### src/rtl/dev_rx_cmd_pkg.sv
// Shared definitions for the RX command dispatcher: FSM states, command class
// encoding and the credit counter width.
package dev_rx_cmd_pkg;

   localparam int CNT_WIDTH = 4;

   localparam logic CLASS_ADMIN = 1'b0;
   localparam logic CLASS_IO    = 1'b1;

   typedef enum logic [2:0] {
      S_IDLE  = 3'b001,
      S_CHECK = 3'b010,
      S_ISSUE = 3'b100
   } state_t;

   // The class flag always sits in the top bit of the command word.
   function automatic int class_bit(input int data_width);
      return data_width - 1;
   endfunction

endpackage

### src/rtl/dev_cmd_credit_cnt.sv
// Outstanding-command counter for one class: up on issue, down on retire,
// with a limit compare and a sticky underflow flag.
module dev_cmd_credit_cnt
   import dev_rx_cmd_pkg::*;
#(
   parameter int P_LIMIT = 4
) (
   input  logic                 clk,
   input  logic                 rst_n,
   input  logic                 inc,
   input  logic                 dec,
   output logic [CNT_WIDTH-1:0] count,
   output logic                 credit_ok,
   output logic                 underflow
);

   logic [CNT_WIDTH-1:0] count_next;
   logic                 underflow_now;

   always_comb begin
      count_next    = count;
      underflow_now = 1'b0;
      if (inc && !dec) begin
         count_next = count + 1'b1;
      end else if (dec && !inc) begin
         if (count == '0) begin
            underflow_now = 1'b1;
         end else begin
            count_next = count - 1'b1;
         end
      end
   end

   // Compare against the post-update value so a retire frees its credit in the same cycle.
   assign credit_ok = (count_next < CNT_WIDTH'(P_LIMIT));

   always_ff @(posedge clk or negedge rst_n) begin
      if (!rst_n) begin
         count     <= '0;
         underflow <= 1'b0;
      end else begin
         count <= count_next;
         if (underflow_now) begin
            underflow <= 1'b1;
         end
      end
   end

endmodule

### src/rtl/dev_rx_cmd_dispatch.sv
// Pops command words from the RX FIFO, classifies them as admin or I/O, and
// issues each to its engine once the class has an outstanding-command credit.
module dev_rx_cmd_dispatch
   import dev_rx_cmd_pkg::*;
#(
   parameter int P_DATA_WIDTH    = 30,
   parameter int P_ADMIN_CREDITS = 4,
   parameter int P_IO_CREDITS    = 8
) (
   input  logic                    pcie_user_clk,
   input  logic                    pcie_user_rst_n,
   input  logic                    cfg_halt,
   input  logic                    fifo_empty_n,
   input  logic [P_DATA_WIDTH-1:0] fifo_rd_data,
   output logic                    fifo_rd_en,
   output logic                    admin_cmd_valid,
   input  logic                    admin_cmd_ready,
   output logic                    io_cmd_valid,
   input  logic                    io_cmd_ready,
   output logic [P_DATA_WIDTH-2:0] cmd_data,
   input  logic                    admin_cpl,
   input  logic                    io_cpl,
   output logic [CNT_WIDTH-1:0]    admin_outstanding,
   output logic [CNT_WIDTH-1:0]    io_outstanding,
   output logic                    cpl_underflow
);

   localparam int CLASS_BIT = class_bit(P_DATA_WIDTH);

   state_t                  state;
   state_t                  next_state;
   logic [P_DATA_WIDTH-1:0] holding;
   logic                    held_class;
   logic                    admin_ok;
   logic                    io_ok;
   logic                    admin_uf;
   logic                    io_uf;

   assign held_class = holding[CLASS_BIT];
   assign cmd_data   = holding[P_DATA_WIDTH-2:0];

   always_ff @(posedge pcie_user_clk or negedge pcie_user_rst_n) begin
      if (!pcie_user_rst_n) begin
         state   <= S_IDLE;
         holding <= '0;
      end else begin
         state <= next_state;
         if (fifo_rd_en) begin
            holding <= fifo_rd_data;
         end
      end
   end

   // The pop strobe is gated by reset so no FIFO word is lost while held in reset.
   always_comb begin
      next_state      = state;
      fifo_rd_en      = 1'b0;
      admin_cmd_valid = 1'b0;
      io_cmd_valid    = 1'b0;
      unique case (state)
         S_IDLE: begin
            if (pcie_user_rst_n && fifo_empty_n && !cfg_halt) begin
               fifo_rd_en = 1'b1;
               next_state = S_CHECK;
            end
         end
         S_CHECK: begin
            if ((held_class == CLASS_IO) ? io_ok : admin_ok) begin
               next_state = S_ISSUE;
            end
         end
         S_ISSUE: begin
            if (held_class == CLASS_ADMIN) begin
               admin_cmd_valid = 1'b1;
               if (admin_cmd_ready) begin
                  next_state = S_IDLE;
               end
            end else begin
               io_cmd_valid = 1'b1;
               if (io_cmd_ready) begin
                  next_state = S_IDLE;
               end
            end
         end
         default: begin
            next_state = S_IDLE;
         end
      endcase
   end

   dev_cmd_credit_cnt #(
      .P_LIMIT (P_ADMIN_CREDITS)
   ) u_admin_cnt (
      .clk       (pcie_user_clk),
      .rst_n     (pcie_user_rst_n),
      .inc       (admin_cmd_valid & admin_cmd_ready),
      .dec       (admin_cpl),
      .count     (admin_outstanding),
      .credit_ok (admin_ok),
      .underflow (admin_uf)
   );

   dev_cmd_credit_cnt #(
      .P_LIMIT (P_IO_CREDITS)
   ) u_io_cnt (
      .clk       (pcie_user_clk),
      .rst_n     (pcie_user_rst_n),
      .inc       (io_cmd_valid & io_cmd_ready),
      .dec       (io_cpl),
      .count     (io_outstanding),
      .credit_ok (io_ok),
      .underflow (io_uf)
   );

   assign cpl_underflow = admin_uf | io_uf;

endmodule

### config.mk
export PLATFORM = sky130hd
export DESIGN_NAME = dev_rx_cmd_dispatch
export DESIGN_NICKNAME = d
export VERILOG_FILES = /design/src/rtl/dev_rx_cmd_pkg.sv /design/src/rtl/dev_cmd_credit_cnt.sv /design/src/rtl/dev_rx_cmd_dispatch.sv
export SDC_FILE = /design/constraint.sdc
export NUM_CORES = 1
export LEC_CHECK = 0
export ABC_AREA = 1
export ABC_CLOCK_PERIOD_IN_PS = 1900
export BUFFER_PORTS_ARGS = -buffer_cell sky130_fd_sc_hd__buf_2
export CORE_UTILIZATION = 46
export CTS_CLUSTER_SIZE = 28
export DETAILED_ROUTE_END_ITERATION = 8
export GPL_TIMING_DRIVEN = 1
export PLACE_DENSITY = 0.76
export SYNTH_ARGS = -nofsm -noshare
export SYNTH_HDL_FRONTEND = slang
export SYNTH_HIERARCHICAL = 1
export SYNTH_SLANG_ARGS = --single-unit
### constraint.sdc
create_clock -name pcie_user_clk -period 1.9 [get_ports pcie_user_clk]
set_input_delay 0.095 -clock pcie_user_clk [delete_from_list [all_inputs] [get_ports pcie_user_clk]]
set_output_delay 0.095 -clock pcie_user_clk [all_outputs]
set_load 0.01 [all_outputs]
---- After elaboration in Yosys (flattened, before gate mapping) ----
Index checks and enable logic that the tools add are counted.
W data, S select, Z words.
storage, ports and cells
  logic and storage cells ................. 61
  register bits ........................... 43
operators by class
  bitwise gates (word level) .............. 3
  order comparisons ....................... 2
  equality and inequality tests ........... 7
  reductions and logical operators ........ 14
  add/subtract/negate cells ............... 4
  muxes and demuxes ....................... 25
operators with widths
  operator               count
  $mux W4                6
  $mux W3                5
  $mux W1                13
  $pmux W3 S3            1
  $add A4 B1 Y4 const B  2
  $logic_not A4 Y1       2
  $sub A4 B1 Y4 const B  2
  $logic_and A1 B1 Y1    6
  $ne A3 B3 Y1 const B   2
  $logic_not A1 Y1       5
  $lt A4 B3 Y1 const B   1
  $lt A4 B4 Y1 const B   1
  $ne A2 B2 Y1 const B   2
  $reduce_and A4 Y1      1
  $eq A3 B1 Y1 const B   1
  $eq A3 B2 Y1 const B   1
  $eq A3 B3 Y1 const B   1
  $and A1 B1 Y1          2
  $or A1 B1 Y1           1

---- Logic depth before layout (Yosys ltp) ----
  depth after elaboration ................. 11
  mapped depth ............................ 18
  gate-level depth less buffers ........... 18

---- Cells and area by module ----
Netlist, hierarchy kept.
modules (own cells, without submodules)
  module                            seq. area each (um2)  instances  cells an instance  area each (um2)
  dev_rx_cmd_dispatch               827.0                 1          197                1599.0
  dev_cmd_credit_cnt (u_io_cnt)     125.1                 1          59                 432.9
  dev_cmd_credit_cnt (u_admin_cnt)  125.1                 1          54                 384.1

---- Least setup slack after synthesis ----
OpenSTA, ideal clock, no wires.
  kind .................................... register -> register
  start ................................... register state[1]
  end ..................................... register state[2]
  stages on the path, launching flop included .. 18
  path slack .............................. 0.034 ns
  period minus slack after synthesis ...... 1.866 ns
  data required time ...................... 1.787 ns
  data arrival time ....................... 1.753 ns
  setup time .............................. 0.113 ns
  path through ............................ dfrtp_1 -> inv_1 -> nand3_1 -> nor3_1 -> inv_1 -> ha_1 -> inv_1 -> nor2_2 -> nand3_1 -> nand2_1 -> o21ai_2 -> nor2_2 -> nand2_1 -> nand2_1 -> nor2_1 -> nor2_1 -> nand2_1 -> inv_1
on the way
  longest elaborated chain between the ends .. 11
ends and longest elaborated chain
  element                          line                       text
  start: declaration               dev_rx_cmd_dispatch.sv:30  state_t state;
  start signal: assignment         dev_rx_cmd_dispatch.sv:47  state <= next_state;
  $eq A3 B3 Y1 (*)                 dev_rx_cmd_dispatch.sv:60  unique case (state)
  $mux W1 (*)                      dev_rx_cmd_dispatch.sv:60
  $and A1 B1 Y1 (*)                dev_rx_cmd_dispatch.sv:96  .inc (admin_cmd_valid & admin_cmd_ready),
  $logic_not A1 Y1                 dev_cmd_credit_cnt.sv:25   end else if (dec && !inc) begin
  $logic_and A1 B1 Y1              dev_cmd_credit_cnt.sv:25
  $mux W4                          dev_cmd_credit_cnt.sv:25
  $mux W4 (*)                      dev_cmd_credit_cnt.sv:23   if (inc && !dec) begin
  net u_admin_cnt.count_next[3]    dev_cmd_credit_cnt.sv:17   logic [CNT_WIDTH-1:0] count_next;
  $lt A4 B3 Y1 (*)                 dev_cmd_credit_cnt.sv:35   assign credit_ok = (count_next < CNT_WIDTH'(P_LIMIT));
  net admin_ok                     dev_rx_cmd_dispatch.sv:34  logic admin_ok;
  $mux W1 (*)                      dev_rx_cmd_dispatch.sv:68  if ((held_class == CLASS_IO) ? io_ok : admin_ok) begin
  $ne A2 B2 Y1 (no line) (*)       n/a
  $reduce_and A4 Y1 (no line) (*)  n/a
The timed path passes the listed nets; every way through them passes the cells marked *.
A chain may end at the register's enable or synchronous reset.

---- Final worst setup path ----
  start ................................... register state[0]
  end ..................................... register state[2]
The elaborated chain is that of the path after synthesis.

==> summary.md <==
| Metric | Value |
|---|---|
| Grt ovf | 0 |
| Vias post-DR | 2,124 |
| Max Root-Sink Buffers | 2 |
| Initial Util | 47.61% |
| Synth Register Bits | 43 |
| FP Rows | 26 |
| Final setup viols | 0 |
| WS Path Type | flop to flop |
| Clock root buffer | clkbuf_8 |
| Final clock skew | 0.006649 ns |
| Cell Area, Synth | 0.002416 mm2 |
| Xor/xnor share of the synthesized area | 0.3625% |
| Max VDD drop | 0.0006653 V |
| Pre-CTS WS | -0.1559 ns |
| Die H | 74.47 um |
| Commonest non-fill, non-tap cell in the layout | nand2_1 |
| TritonCTS Buffers | 5 |
| Drt first-iter violations | 61 |
| NumNets Final | 442 |
| Crit Reg-Reg Startpoint | state[0] |
| Setup crit end kind | flop |
| Area grow syn2layout | 30.55% |
| Unrepaired setup endpoints after global routing | yes |
| Routed WL | 5.289 mm |
| ANT cells | 0 |
| Primary FF master, synth | dfrtp_1 |
| Hold Path Stages | 3 |
| Synth Area in Compound Gates | 4.350% |
| Mapped Cells | 310 |
| Leak Pwr | 1.786 nW |
| Vias per cell | 4.548 |
| DRT antenna net count | 0 |
| Synth unique cells | 27 |
| WHS | 0.004433 ns |
| Arr. time, crit path | 2.05 ns |
| Pin count of the biggest net entering global routing | 44 |
| Synth warnings | 6 |
| Initial antenna violation count | 0 |
| Minimum clock period | 1.855 ns |
| Async S/R FF share, synth | 100.0% |
| Maximum clock frequency | 539.1 MHz |
| Rel. slew slack | 64.59% |
| CTS tree | yes |
| Post-Synth Simple-Gate Area | 30.50% |
| Die width | 74.47 um |
| CP top delay family | simple AND/OR/NAND/NOR gates |
| Min-delay worst type | primary input to flop |
| Cell repeated most along the worst path | nand2_1 |
| Vias in the first global route | 1,872 |
| Core Footprint | 0.005075 mm2 |
| Crit path cell chain | inv_2 -> nand3_4 -> nor3_4 -> inv_2 -> ha_4 -> inv_4 -> nor2_4 -> nand2_1 -> nand2_1 -> nand2_1 -> o21ai_2 -> nor2_2 -> nand2_1 -> nand2_1 -> nor2_1 -> nor2_1 -> nand2_1 -> inv_1 |
| Critical Path RT | 2.09 ns |
| Slew Viols, Final | 0 |
| Die area | 0.005546 mm2 |
| Final Hold Fails | 0 |
| Layout cells sized above 1 | 34.76% |
| Largest family of logic cells by synthesized area | simple AND/OR/NAND/NOR gates |
| Pre-antenna DRT Iters | 4 |
| Post-synthesis adder-cell area fraction | 4.143% |
| R2r setup slk | 0.05 ns |
| CP max stage delay | 0.54 ns |
| Post-synth EDFFs | 0 |
| Crit path max fanout | 3 |
| CTS H-tree depth | 2 |
| Avg Cell Area, Syn | 7.794 um2 |
| Clk sinks | 43 |
| Clock transition at the registers of the reported paths | 0.08 ns |
| Post-Syn Nets | 356 |
| Max_cap viols | 0 |
| DRC violations left | 0 |
| First-pass GRT wire length | 8.100 mm |
| Port buffer count | 78 |
| Post-synthesis sequential area ratio | 44.59% |
| Final period util | 97.63% |
| Total GRT Usage | 19.11% |
| Worst r2r dst | state[2] |
| PD cells | 1427 mW/mm2 |
| Status | finished clean |
| Min-Delay Endpoint | holding[20] |
| Gp weighted congestion | 0.9020 |
| Drt wl/cell | 11.33 um |
| Final Worst Setup Slack | 0.04508 ns |
| Worst Min Path Start | fifo_rd_data[20] |
| Commonest non-fill, non-tap cells in the layout | nand2_1, buf_2, dfrtp_1 |
| Clk Latency, worst-skew pair | 0.29 ns |
| Startpoint type of the worst setup path | flop |
| Sum Neg Setup Slack | 0 ns |
| Post-synthesis mux area share | 0% |
| Worst Reg-to-Reg Cells | 18 |
| Hpwl dp | 3.418 mm |
| Actual slew at the worst max-slew pin | 0.5312 ns |
| Crit-path slowest cell | dfstp_2 |
| Critical path buffers and inverters | 4 |
| IO Count | 79 |
==> flip-flops by register name (all words and copies together) (netlist names), named ones only <==
register	flops
holding	30
state	3
u_admin_cnt/count	4
u_admin_cnt/underflow	1
u_io_cnt/count	3
u_io_cnt/underflow	1
==> synthesized netlist by cell type, types with 2 or more instances <==
library cell / n / area [um2]
a21oi_1: 4 / 20.02
buf_2: 3 / 15.01
buf_4: 29 / 217.7
buf_6: 4 / 45.04
dfrtp_1: 42 / 1051
ha_1: 8 / 100.1
inv_1: 23 / 86.33
inv_2: 5 / 18.77
nand2_1: 131 / 491.7
nand2_2: 6 / 37.54
nand3_1: 12 / 60.06
nor2_1: 14 / 52.55
nor2_2: 3 / 18.77
nor2_4: 2 / 22.52
nor3_1: 3 / 15.01
o21ai_0: 6 / 30.03
o21ai_2: 3 / 26.28
o21bai_1: 2 / 15.01
or2_2: 2 / 12.51
==> area by class of cell <==
| cell class | instances | area, um2 |
|---|---|---|
| tap | 70 | 87.58 |
| clock buffer | 6 | 72.57 |
| inverter | 29 | 116.4 |
| multi-input combinational | 202 | 1016 |
| timing repair buffer | 115 | 723.2 |
| sequential | 43 | 1079 |
| fill | 462 | 1921 |
| clock inverter | 2 | 60.06 |
==> metrics by stage <==
step           instances  util, %  instance area, um2  power (W)
4_1_cts              466    61.46                3119   0.004473
6_report             467    62.15                3154   0.004502
3_3_place_gp         433    53.18                2699   0.003469
2_1_floorplan        310        -                2416   0.003230
5_1_grt              467    62.15                3154   0.004881
3_5_place_dp         433    53.18                2699   0.003541
==> tightest hold or removal path: stages <==
cell     delay, ns
buf_2         0.08
nand2_1       0.04
nand2_1       0.05
==> timing repair <==
action / in CTS / in global routing
setup buffers: 3 / 1
endpoints found under the hold margin: 63 / 0
hold buffers: 22 / 0
resized for setup: 11 / 9
pin swaps: 7 / 12
endpoints found under the setup margin: 5 / 2
==> how the worst max path moves through the flow <==
stage          slack [ns]  cells after the start     start  endpoint
6_report             0.05                     18  state[0]  state[2]
5_1_grt             -0.12                     15  state[1]  state[2]
4_1_cts             -0.02                     18  state[0]  state[2]
3_5_place_dp        -0.16                     17  state[1]  state[2]
3_3_place_gp        -0.04                     17  state[1]  state[2]
2_1_floorplan        0.03                     17  state[1]  state[2]
==> where the power goes <==
group	leakage (nW)	total, W	switching, W	internal (W)
logic	1.19	0.00202	0.00114	0.000875
clock network	0.0654	0.000824	0.000299	0.000525
registers	0.529	0.00166	0.000318	0.00134
total	1.79	0.00450	0.00176	0.00274
==> routing by layer <==
layer  track usage, %  share of wire, %  vias up
met3            4.065               4.1        9
met5                0                 0        -
li1                 -                 -     1086
met1            22.47                42      974
met2            35.14                52       55
met4            5.031               1.3        0
==> logic make-up (layout without fill, tap and decap cells) <==
family                     Yosys count  count (layout)
xor gates and xnor gates             1               1
buffers and inverters               65             152
DFF                                 43              43
and+or+nand+nor                    176             176
AOI/OAI and AO/OA                   17              17
adders and majority gates            8               8
Power figures use the tool's default switching activity.
